File: src/rtl/imem_stream_loader.sv
// Streams big-endian bytes into 32-bit instruction-memory writes while holding the CPU.
// Define IMEM_LOADER_CHECKSUM_EN to append a 4-byte running-sum check after the last word.
//
// state | meaning
// IDLE  | waiting for Start; CPU runs
// LOAD  | collecting 4 bytes of the current word
// WRITE | one-cycle write strobe to instruction memory
// CHECK | collecting the 4-byte expected checksum (checksum build only)
// DONE  | one-cycle completion pulse; CPU still held
module imem_stream_loader #(
   parameter int          WORD_ADDR_W = 8,
   parameter logic [31:0] BASE_ADDR   = 32'h0000_0000
) (
   input  logic                   Clk,
   input  logic                   Reset,
   input  logic                   Start,
   input  logic [WORD_ADDR_W:0]   NumWords,
   input  logic [7:0]             ByteIn,
   input  logic                   ByteValid,
   output logic                   ByteReady,
   output logic                   MemWrite,
   output logic [31:0]            MemAddress,
   output logic [31:0]            MemWriteData,
   output logic                   CpuHold,
   output logic                   Busy,
   output logic                   Done,
   output logic                   ChecksumErr
);

   typedef enum logic [2:0] {
      IDLE  = 3'd0,
      LOAD  = 3'd1,
      WRITE = 3'd2,
`ifdef IMEM_LOADER_CHECKSUM_EN
      CHECK = 3'd4,
`endif
      DONE  = 3'd3
   } stateT;

   localparam logic [WORD_ADDR_W:0] MaxWords = {1'b1, {WORD_ADDR_W{1'b0}}};
   localparam logic [WORD_ADDR_W:0] OneWord  = {{WORD_ADDR_W{1'b0}}, 1'b1};

   stateT                state;
   stateT                nextState;
   logic [1:0]           byteCnt;
   logic [WORD_ADDR_W:0] wordIdx;
   logic [WORD_ADDR_W:0] numWordsQ;
   logic [31:0]          shiftReg;
   logic [31:0]          memAddrQ;
   logic [31:0]          memDataQ;
   logic                 byteXfer;
   logic                 wordComplete;
   logic                 lastWord;
   logic                 startAccept;
   logic [31:0]          assembled;

   assign byteXfer     = ByteValid && ByteReady;
   assign wordComplete = byteXfer && (byteCnt == 2'd3);
   assign assembled    = {shiftReg[23:0], ByteIn};
   assign lastWord     = ((wordIdx + OneWord) == numWordsQ);
   assign startAccept  = (state == IDLE) && Start;

   always_ff @(posedge Clk or posedge Reset) begin
      if (Reset) state <= IDLE;
      else       state <= nextState;
   end

   always_comb begin
      nextState = state;
      case (state)
         IDLE: begin
            if (Start) begin
               if (NumWords == '0) begin
`ifdef IMEM_LOADER_CHECKSUM_EN
                  nextState = CHECK;
`else
                  nextState = DONE;
`endif
               end else begin
                  nextState = LOAD;
               end
            end
         end
         LOAD:  if (wordComplete) nextState = WRITE;
         WRITE: begin
            if (lastWord) begin
`ifdef IMEM_LOADER_CHECKSUM_EN
               nextState = CHECK;
`else
               nextState = DONE;
`endif
            end else begin
               nextState = LOAD;
            end
         end
`ifdef IMEM_LOADER_CHECKSUM_EN
         CHECK: if (wordComplete) nextState = DONE;
`endif
         DONE:    nextState = IDLE;
         default: nextState = IDLE;
      endcase
   end

   always_comb begin
      ByteReady = 1'b0;
      MemWrite  = 1'b0;
      CpuHold   = 1'b0;
      Busy      = 1'b0;
      Done      = 1'b0;
      case (state)
         IDLE: ;
         LOAD: begin
            ByteReady = 1'b1;
            CpuHold   = 1'b1;
            Busy      = 1'b1;
         end
         WRITE: begin
            MemWrite = 1'b1;
            CpuHold  = 1'b1;
            Busy     = 1'b1;
         end
`ifdef IMEM_LOADER_CHECKSUM_EN
         CHECK: begin
            ByteReady = 1'b1;
            CpuHold   = 1'b1;
            Busy      = 1'b1;
         end
`endif
         DONE: begin
            Done    = 1'b1;
            CpuHold = 1'b1;
            Busy    = 1'b1;
         end
         default: ;
      endcase
   end

   // Address/data are captured on the 4th byte so they are stable for the
   // whole WRITE cycle and simply hold afterwards.
   always_ff @(posedge Clk or posedge Reset) begin
      if (Reset) begin
         byteCnt   <= 2'd0;
         wordIdx   <= '0;
         numWordsQ <= '0;
         shiftReg  <= 32'h0;
         memAddrQ  <= 32'h0;
         memDataQ  <= 32'h0;
      end else begin
         if (startAccept) begin
            byteCnt   <= 2'd0;
            wordIdx   <= '0;
            shiftReg  <= 32'h0;
            numWordsQ <= (NumWords > MaxWords) ? MaxWords : NumWords;
         end
         if (byteXfer) begin
            shiftReg <= assembled;
            byteCnt  <= byteCnt + 2'd1;
         end
         if ((state == LOAD) && wordComplete) begin
            memAddrQ <= BASE_ADDR + (32'(wordIdx) << 2);
            memDataQ <= assembled;
         end
         if (state == WRITE) wordIdx <= wordIdx + OneWord;
      end
   end

   assign MemAddress   = memAddrQ;
   assign MemWriteData = memDataQ;

`ifdef IMEM_LOADER_CHECKSUM_EN
   logic [31:0] runSum;
   logic        sumErr;

   always_ff @(posedge Clk or posedge Reset) begin
      if (Reset) begin
         runSum <= 32'h0;
         sumErr <= 1'b0;
      end else begin
         if (startAccept) begin
            runSum <= 32'h0;
            sumErr <= 1'b0;
         end
         if (state == WRITE) runSum <= runSum + memDataQ;
         if ((state == CHECK) && wordComplete) sumErr <= (assembled != runSum);
      end
   end

   assign ChecksumErr = sumErr;
`else
   assign ChecksumErr = 1'b0;
`endif

endmodule

File: config.mk
export PLATFORM = sky130hd
export DESIGN_NAME = imem_stream_loader
export DESIGN_NICKNAME = d
export VERILOG_FILES = /design/src/rtl/imem_stream_loader.sv
export SDC_FILE = /design/constraint.sdc
export NUM_CORES = 1
export LEC_CHECK = 0
export CORE_ASPECT_RATIO = 0.7
export CORE_UTILIZATION = 35
export DETAILED_ROUTE_END_ITERATION = 16
export PLACE_DENSITY_LB_ADDON = 0.1
export SYNTH_ARGS = -nofsm -noshare
export SYNTH_HDL_FRONTEND = slang
export SYNTH_SLANG_ARGS = --single-unit
export TNS_END_PERCENT = 20
File: constraint.sdc
create_clock -name Clk -period 4.35 [get_ports Clk]
set_input_delay 0.435 -clock Clk [delete_from_list [all_inputs] [get_ports Clk]]
set_output_delay 0.435 -clock Clk [all_outputs]
set_load 0.1 [all_outputs]
## Word-level counts from Yosys, hierarchy flattened

Cells that the tools add are included.
W data, S select, Z words.

| storage, ports and cells | value |
|---|---|
| flip-flop bits (word level) | 88 |
| input bits | 21 |
| output and inout port bits | 70 |
| logic and storage cells | 43 |

| cells by class | value |
|---|---|
| $add $sub $neg | 2 |
| magnitude comparators | 1 |
| eq/ne operators | 7 |
| muxes and demuxes | 16 |
| reductions and logical operators | 10 |

Operator list:

| cell | number |
|---|---|
| $mux W24 | 2 |
| $mux W9 | 3 |
| $add A9 B1 Y9 const B | 1 |
| $eq A9 B9 Y1 | 1 |
| $gt A9 B9 Y1 const B | 1 |
| $logic_not A9 Y1 | 1 |
| $pmux W3 S3 | 1 |
| $mux W2 | 4 |
| $eq A3 B2 Y1 const B | 2 |
| $mux W3 | 2 |
| $logic_and A1 B1 Y1 | 4 |
| $mux W1 | 4 |
| $ne A2 B2 Y1 const B | 2 |
| $reduce_bool A2 Y1 | 2 |
| $eq A3 B1 Y1 const B | 1 |
| $logic_not A3 Y1 | 1 |
| $reduce_or A3 Y1 | 1 |
| $add A2 B1 Y2 const B | 1 |
| $eq A2 B2 Y1 const B | 1 |
| $reduce_and A2 Y1 | 1 |

## Depth between registers and ports, before layout

Gate-level depths: netlist of the first run.

| logic depth | value |
|---|---|
| depth after elaboration | 6 |
| gate-level depth with buffers | 6 |
| depth with buffers taken out | 5 |

## Least setup slack after synthesis of the first run

No wires, ideal clock.

| timing path | value |
|---|---|
| kind | register to output |
| from | reg state[0] |
| to | out ByteReady |
| data arrival time | 1990 ps |
| data required time | 3915 ps |
| slack | 1925 ps |
| cell stages (with the launch flop) | 3 |
| buffers on the path | 1 |
| cell sequence | dfrtp_1 clkbuf_1 nor2b_1 |

| on the way | value |
|---|---|
| longest elaborated chain between the ends | 2 |

Ends and longest elaborated chain:

| item | RTL line | source |
|---|---|---|
| start: declaration | 43 | `stateT state;` |
| start signal: assignment | 65 | `else state <= nextState;` |
| $eq A3 B1 Y1 | 110 | `case (state)` |
| $mux W1 | 110 |  |
| end: declaration | 20 | `output logic ByteReady,` |

Every way passes these cells.

## Worst setup path in the final report of the first run

| timing path | value |
|---|---|
| from | reg state[1] |
| to | out MemWrite |

| on the way | value |
|---|---|
| longest elaborated chain between the ends | 2 |

Ends and longest elaborated chain:

| item | RTL line | source |
|---|---|---|
| $eq A3 B2 Y1 | 110 |  |
| $mux W1 | 110 |  |
| end: declaration | 21 | `output logic MemWrite,` |

Every way passes these cells.

==> results of run 1 <==
==> cells by family after synthesis <==
family | Yosys count | share of synthesized area, %
other cells | 1 | 0.0970
compound gates | 60 | 11.8
buf+inv | 45 | 8.03
mux | 44 | 12.8
fa+ha+maj | 2 | 0.647
xor+xnor | 10 | 2.27
flops | 87 | 56.3
simple gates | 56 | 8.00
==> worst max-delay path, cell delays in order, from the launching register on <==
cell	delay, ns
sky130_fd_sc_hd__dfrtp_1	0.62
sky130_fd_sc_hd__nand2b_1	0.16
sky130_fd_sc_hd__inv_1	0.12
sky130_fd_sc_hd__clkdlybuf4s50_1	1.14
==> cell usage after synthesis (all sizes together) <==
cell	number	share of area, %
a21o	1	0.19
inv	2	0.19
o41ai	1	0.23
a32oi	1	0.23
and3b	1	0.23
ha	2	0.65
buf	37	7.2
a21boi	2	0.39
a22o	31	7.0
nor3b	1	0.19
o21a	2	0.39
nor4	3	0.49
nor2b	2	0.52
mux2	44	13
dfrtp	87	56
nand3b	1	0.19
o31ai	1	0.19
xnor2	6	1.4
or3	1	0.16
o21ai	16	2.1
or4	1	0.19
o21bai	1	0.19
conb	1	0.097
clkbuf	6	0.62
nor3	3	0.39
nor2	3	0.29
nand2	19	1.9
nand2b	11	1.8
or3b	1	0.23
or2	2	0.32
and2	1	0.16
nand4	1	0.16
o211ai	2	0.39
o21ba	2	0.52
xor2	4	0.91
nand3	5	0.78
==> final cells by class <==
type                       instances  area, um2  share of cell area, %
tap                              148        185                   3.83
timing repair buffer              68        676                   14.0
sequential                        87       2180                   45.0
clock buffer                      10        239                   4.94
inverter                           2       8.76                  0.181
multi-input combinational        196       1460                   30.3
clock inverter                     6       83.8                   1.73
==> sequential cells by signal (all words and copies together) (netlist names) <==
register	flops
byteCnt	2
wordIdx	9
state	2
numWordsQ	9
MemAddress	9
shiftReg	24
MemWriteData	32
==> through the flow <==
step	setup slack, ns	std cells	utilization (%)	hold WS (ns)
after detailed placement	1.60	501	42.8	0.481
after global routing	1.42	517	45.8	0.509
after CTS	1.51	517	45.8	0.500
after floorplan	1.66	328	-	0.462
final	1.54	517	45.8	0.496
after global placement	1.63	501	42.8	0.481
==> routing by layer <==
layer	up-vias	track usage, %	wire length (um)
met2	72	17.8	2980
met4	0	5.00	102
met3	9	4.35	417
met5	-	0	0
li1	1160	-	-
met1	1186	22.8	4290
==> worst paths after layout <==
path	startpoint	to	slack, ns	cells past startpoint
max in group asynchronous	Reset	shiftReg[12]$_DFFE_PP0P_	2.79	3
min in group asynchronous	Reset	MemAddress[10]$_DFFE_PP0P_	0.61	2
min reg2reg	shiftReg[23]$_DFFE_PP0P_	shiftReg[23]$_DFFE_PP0P_	0.50	1
max	state[1]$_DFFE_PP0P_	MemWrite	1.54	3
min	shiftReg[23]$_DFFE_PP0P_	shiftReg[23]$_DFFE_PP0P_	0.50	1
max reg2reg	state[1]$_DFFE_PP0P_	state[1]$_DFFE_PP0P_	1.84	5
==> results, run 1 <==
- In the layout the commonest cells are sky130_fd_sc_hd__dfrtp_1, sky130_fd_sc_hd__clkdlybuf4s50_1, sky130_fd_sc_hd__mux2_2.
- The total clock sinks is 87.
- The number of synthesized register bits is 87.
- Dividing the synthesized area by the synthesized cell count gives 12.7 um2.
- After detailed routing, the number of vias per cell comes to 4.69.
- The first routing iteration left 106 violations.
- For this configuration, the core starts out at a cell density of 36.6%.
- The share of the yosys chip area belonging to registers is 56.3%.
- The count of pins over their slew limit is 0.
- After clock tree synthesis, the clock-pin slew on the worst setup and hold paths is 0.06 ns.
- The number of gates resized after CTS was 0.
- The die outline width is 128 um.
- Yosys printed 0 warnings.
- In this run the worst hold path is classified as reg2reg.
- In this run the remaining antenna-violating nets after routing total 0.
- Cells with a size suffix above 1 make up 19.0% of the layout.
- Summed over all layers, the routed wires come to 7790 um.
- The netlist area before placement is 0.00386 mm2.
- The peak clock frequency supported by timing is 0.355 GHz.
- In the final routed layout, each cell accounts on average for 15.1 um.
- The post-place instance area is 0.00451 mm2.
- The transition time at the pin with the least slew margin is 1.08 ns.
- TritonCTS created 9 clock buffers.
- Across the run, the number of max-cap violations was 0.
- The number of antenna diodes in the final layout is 0.
- The cell at the root of the clock tree is sky130_fd_sc_hd__clkbuf_16.
- For the worst setup path, the data required time is 3.91 ns.
- The number of antenna violations at the first check in global routing is 0.
- The area growth from synthesis to layout is 25.1%.
- The longest clock path from root to sink contains 2 buffers.
- The maximum number of pins on one net before global-route repair is 54.
- By startpoint and endpoint, the worst setup path is classified as reg2out.
- TritonCTS built the clock tree.
- The number of buffers added on ports is 66.
- The worst slew margin relative to its limit is 27.8%.
- Pin placement for this block handled 91 I/O pins.
- The estimated wirelength of the detail-placed design is 5370 um.
- The final-layout setup total negative slack is 0 ns.
- Of the available clock period, the critical path in the final layout requires 64.7%.
- The total overflow left after global routing is 0.
- The most common cell after layout, fill and taps aside is sky130_fd_sc_hd__dfrtp_1.
- The via count is 2427.
- After floorplanning, the core was sized to cover 0.0106 mm2.
- The die covers 0.0115 mm2.
- The congestion estimate from routability-driven global placement came to 0.769.
- Between clock sinks in the finished design, the worst skew comes to 0.00373 ns.
- In this run the post-CTS setup repair buffer count came out at 0.
- STA classifies the critical path startpoint as a register.
- The number of remaining DRC errors is 0.
- The wire length of the first global-routing pass is 12400 um.
- The number of fillers in the final layout is 982.
- Setup repair after global routing left no endpoint under its margin.
- The arrival time of the worst setup path is 2.38 ns.
- In this run the worst path has a maximum fanout of 14.
- The endpoint type of the worst setup path is a primary output.
- Setup violations remaining at the end of the flow were counted as 0.
- The cell area after layout is 0.00483 mm2.
- The number of levels in the clock H-tree is 3.
- The run finished with clean final reports.
- The first detailed-routing pass took 4 iterations.
- The via count of the first global-routing pass is 2289.
- The die is 89.9 um tall.
- Synthesis produced a netlist whose cell count is 305.
- For the finished layout, the period the worst path requires is 2.81 ns.
- The synthesized netlist contains 42 unique library cells.
- The placement row count is 31.
- The number of nets at the end of the flow is 387.
- The number of hold violations in the final report was 0.
- Across every metal layer, demand over resource in global routing totals 14.3%.
- The post-cts hold buffer count is 0.
- The clock reaches the later pin of the worst-skew pair after 0.33 ns.
Power of run 1 is left out: the tool's default activity adds up to more than one toggle a clock period on the data nets, which glitch-free logic cannot reach.
==> run 2: changes to the inputs <==
==> constraint.sdc (replaced) <==
create_clock -name Clk -period 2.46 [get_ports Clk]
set_input_delay 0.246 -clock Clk [delete_from_list [all_inputs] [get_ports Clk]]
set_output_delay 0.246 -clock Clk [all_outputs]
set_load 0.1 [all_outputs]
==> results, run 2 (synthesized netlist as in run 1, its figures left out) <==
- The number of flip-flops in the largest register is 32.
- The remaining antenna violation count is 0.
- In the final design database the tool counted 394 nets.
- The critical setup path kind is reg2reg.
- The path category of the worst min-delay check is in2async.
- The wire length of the first global-routing pass is 12700 um.
- The global-route track usage on met3 is 4.35%.
- Setup repair after global routing left no endpoint under its margin.
- The post-CTS setup buffer count is 0.
- The met2 global-route usage is 18.5%.
- The leftover overflow at the end of global routing is 0.
- Relative to the synthesized area, the layout overhead comes to 23.4%.
- After detailed routing, the number of remaining DRC violations is 0.
- The clock net in this run drives a total of 87 sinks.
- The arrival time of the worst setup path is 2.01 ns.
- The first routing iteration left 116 violations.
- TritonCTS created 9 clock buffers.
- The repair_antennas step left the layout with diodes totalling 0.
- met1 is the most crowded layer.
- The origin of the worst setup path is state[1]$_DFFE_PP0P_.
- The transition time at the pin with the least slew margin is 0.590 ns.
- In this run, post-CTS repair resized a total of 0 instances.
- Once detailed placement completed, the half-perimeter wirelength came to 5470 um.
- Max-cap violations in this run came to 0.
- The fraction of layout instances using a drive strength above 1 is 31.9%.
- The run finished with clean final reports.
- The final period demand of the worst path is 1.79 ns.
- Data on the critical path is required at its endpoint by 2.68 ns.
- The post-place instance area is 0.00448 mm2.
- After filler insertion, the fill cell instance count of the layout stands at 1029.
- The number of antenna violations at the first check in global routing was 0.
- TritonCTS built the clock tree.
- The count of pins over their slew limit was 0.
- The floorplan step defined a core boundary enclosing 0.0106 mm2.
- The initialized floorplan defines 31 standard-cell rows.
- The H-tree was split into 3 levels.
- The part of the cycle the worst path needs is 72.7%.
- The die is 89.9 um tall.
- The library cell used most frequently in the layout, excluding fill and tap cells, is sky130_fd_sc_hd__dfrtp_1.
- The worst setup path is launched from a register.
- During placement, the flow inserted port buffers numbering 66.
- On the final layout, the worst hold slack is 0.292 ns.
- The final setup violation count is 0.
- The routed length per placed instance is 14.6 um.
- STA classifies the critical path endpoint as a register.
- The number of instances in the placed design is 508.
- The total routed wirelength is 7630 um.
- Along the worst path, the maximum fanout reaches 26.
- Derived from the worst setup path, the maximum achievable clock frequency is 0.559 GHz.
- The via count of the first global-routing pass came to 2291.
- On the final layout, the worst clock skew is 0.00371 ns.
- Summing all non-filler instances in the final layout gives an area of 0.00477 mm2.
- Measured along the x axis, the die boundary spans 128 um.
- Clock-pin slew was measured on the worst setup and hold paths at 0.06 ns.
- The met1 usage in global routing is 22.4%.
- The clock passes through at most 2 buffers.
- The final-layout setup total negative slack is 0 ns.
- 91 I/O pins were placed.
- The total routing usage reported by global routing is 14.5%.
- The root buffer cell chosen for the clock tree is sky130_fd_sc_hd__clkbuf_16.
- The worst slew margin relative to its limit is 60.6%.
- The number of hold violations in the final report is 0.
- The routed layout has 2404 vias.
- The detailed-route vias per instance is 4.59.
- At the end of routability-driven placement, the weighted congestion stood at 0.817.
- The library cells used most frequently in the layout, excluding fill and tap cells, are sky130_fd_sc_hd__dfrtp_1, sky130_fd_sc_hd__buf_4, sky130_fd_sc_hd__mux2_2.
- Clock latency on the worst-skew pair, taken at its later pin, is 0.33 ns.
- The floorplan die area is 0.0115 mm2.
- The launch point of the worst reg-to-reg path is state[1]$_DFFE_PP0P_.
- Hold repair after CTS inserted 0 buffers.
- Entering global routing, the biggest net connects 45 pins.
- Once the floorplan was initialized, standard cells occupied 36.6% of the core.
- The detailed-router iteration count before antenna repair is 4.
- Excluding fillers, the count of instances in the completed layout stands at 524.
run 2: changes by cell type in the layout (fill, tap and decap cells not counted):
| cell | delta |
|---|---|
| sky130_fd_sc_hd__bufinv_16 | -1 |
| sky130_fd_sc_hd__buf_12 | +2 |
| sky130_fd_sc_hd__clkdlybuf4s50_1 | -46 |
| sky130_fd_sc_hd__clkbuf_1 | +3 |
| sky130_fd_sc_hd__clkinv_2 | -3 |
| sky130_fd_sc_hd__buf_4 | +51 |
| sky130_fd_sc_hd__clkinvlp_4 | +2 |
| sky130_fd_sc_hd__clkinv_4 | -1 |
run 2: worst paths after layout:
path | end | slack (ns) | cells past startpoint
max | byteCnt[0]$_DFFE_PP0P_ | 0.67 | 5
min | MemWriteData[20]$_DFFE_PP0P_ | 0.29 | 2
max reg2reg | byteCnt[0]$_DFFE_PP0P_ | 0.67 | 5
min reg2reg | shiftReg[23]$_DFFE_PP0P_ | 0.50 | 1
max in group asynchronous | wordIdx[6]$_DFFE_PP0P_ | 1.59 | 3
min in group Clk | shiftReg[23]$_DFFE_PP0P_ | 0.50 | 1
run 2: metrics by stage:
| stage | util (%) | worst slack, ns |
|---|---|---|
| final | 45.2 | 0.671 |
| after global routing | 45.2 | 0.516 |
| after CTS | 45.2 | 0.654 |
| after detailed placement | 42.4 | 0.518 |
| after global placement | 42.4 | 0.527 |
| after floorplan | - | 0.190 |
run 2: per-layer routing:
metal / vias up / routed length (um)
li1: 1174 / -
met1: 1151 / 4070
met2: 70 / 3030
met3: 9 / 434
met4: 0 / 95
met5: - / 0
run 2: layout make-up:
| type | count | area, um2 | share of cell area (%) |
|---|---|---|---|
| Sequential cell | 87 | 2180 | 45.7 |
| Multi-Input combinational cell | 196 | 1460 | 30.7 |
| Timing Repair Buffer | 75 | 638 | 13.4 |
| Clock buffer | 13 | 250 | 5.25 |
| Tap cell | 148 | 185 | 3.88 |
| Clock inverter | 3 | 42.5 | 0.892 |
| Inverter | 2 | 11.3 | 0.236 |
run 2: critical path, stage by stage (launching register included):
cell	delay [ns]
sky130_fd_sc_hd__dfrtp_1	0.40
sky130_fd_sc_hd__buf_4	0.18
sky130_fd_sc_hd__or3b_1	0.37
sky130_fd_sc_hd__buf_4	0.20
sky130_fd_sc_hd__nor2b_4	0.22
sky130_fd_sc_hd__mux2_2	0.29
Power of run 2 is left out for the same reason.
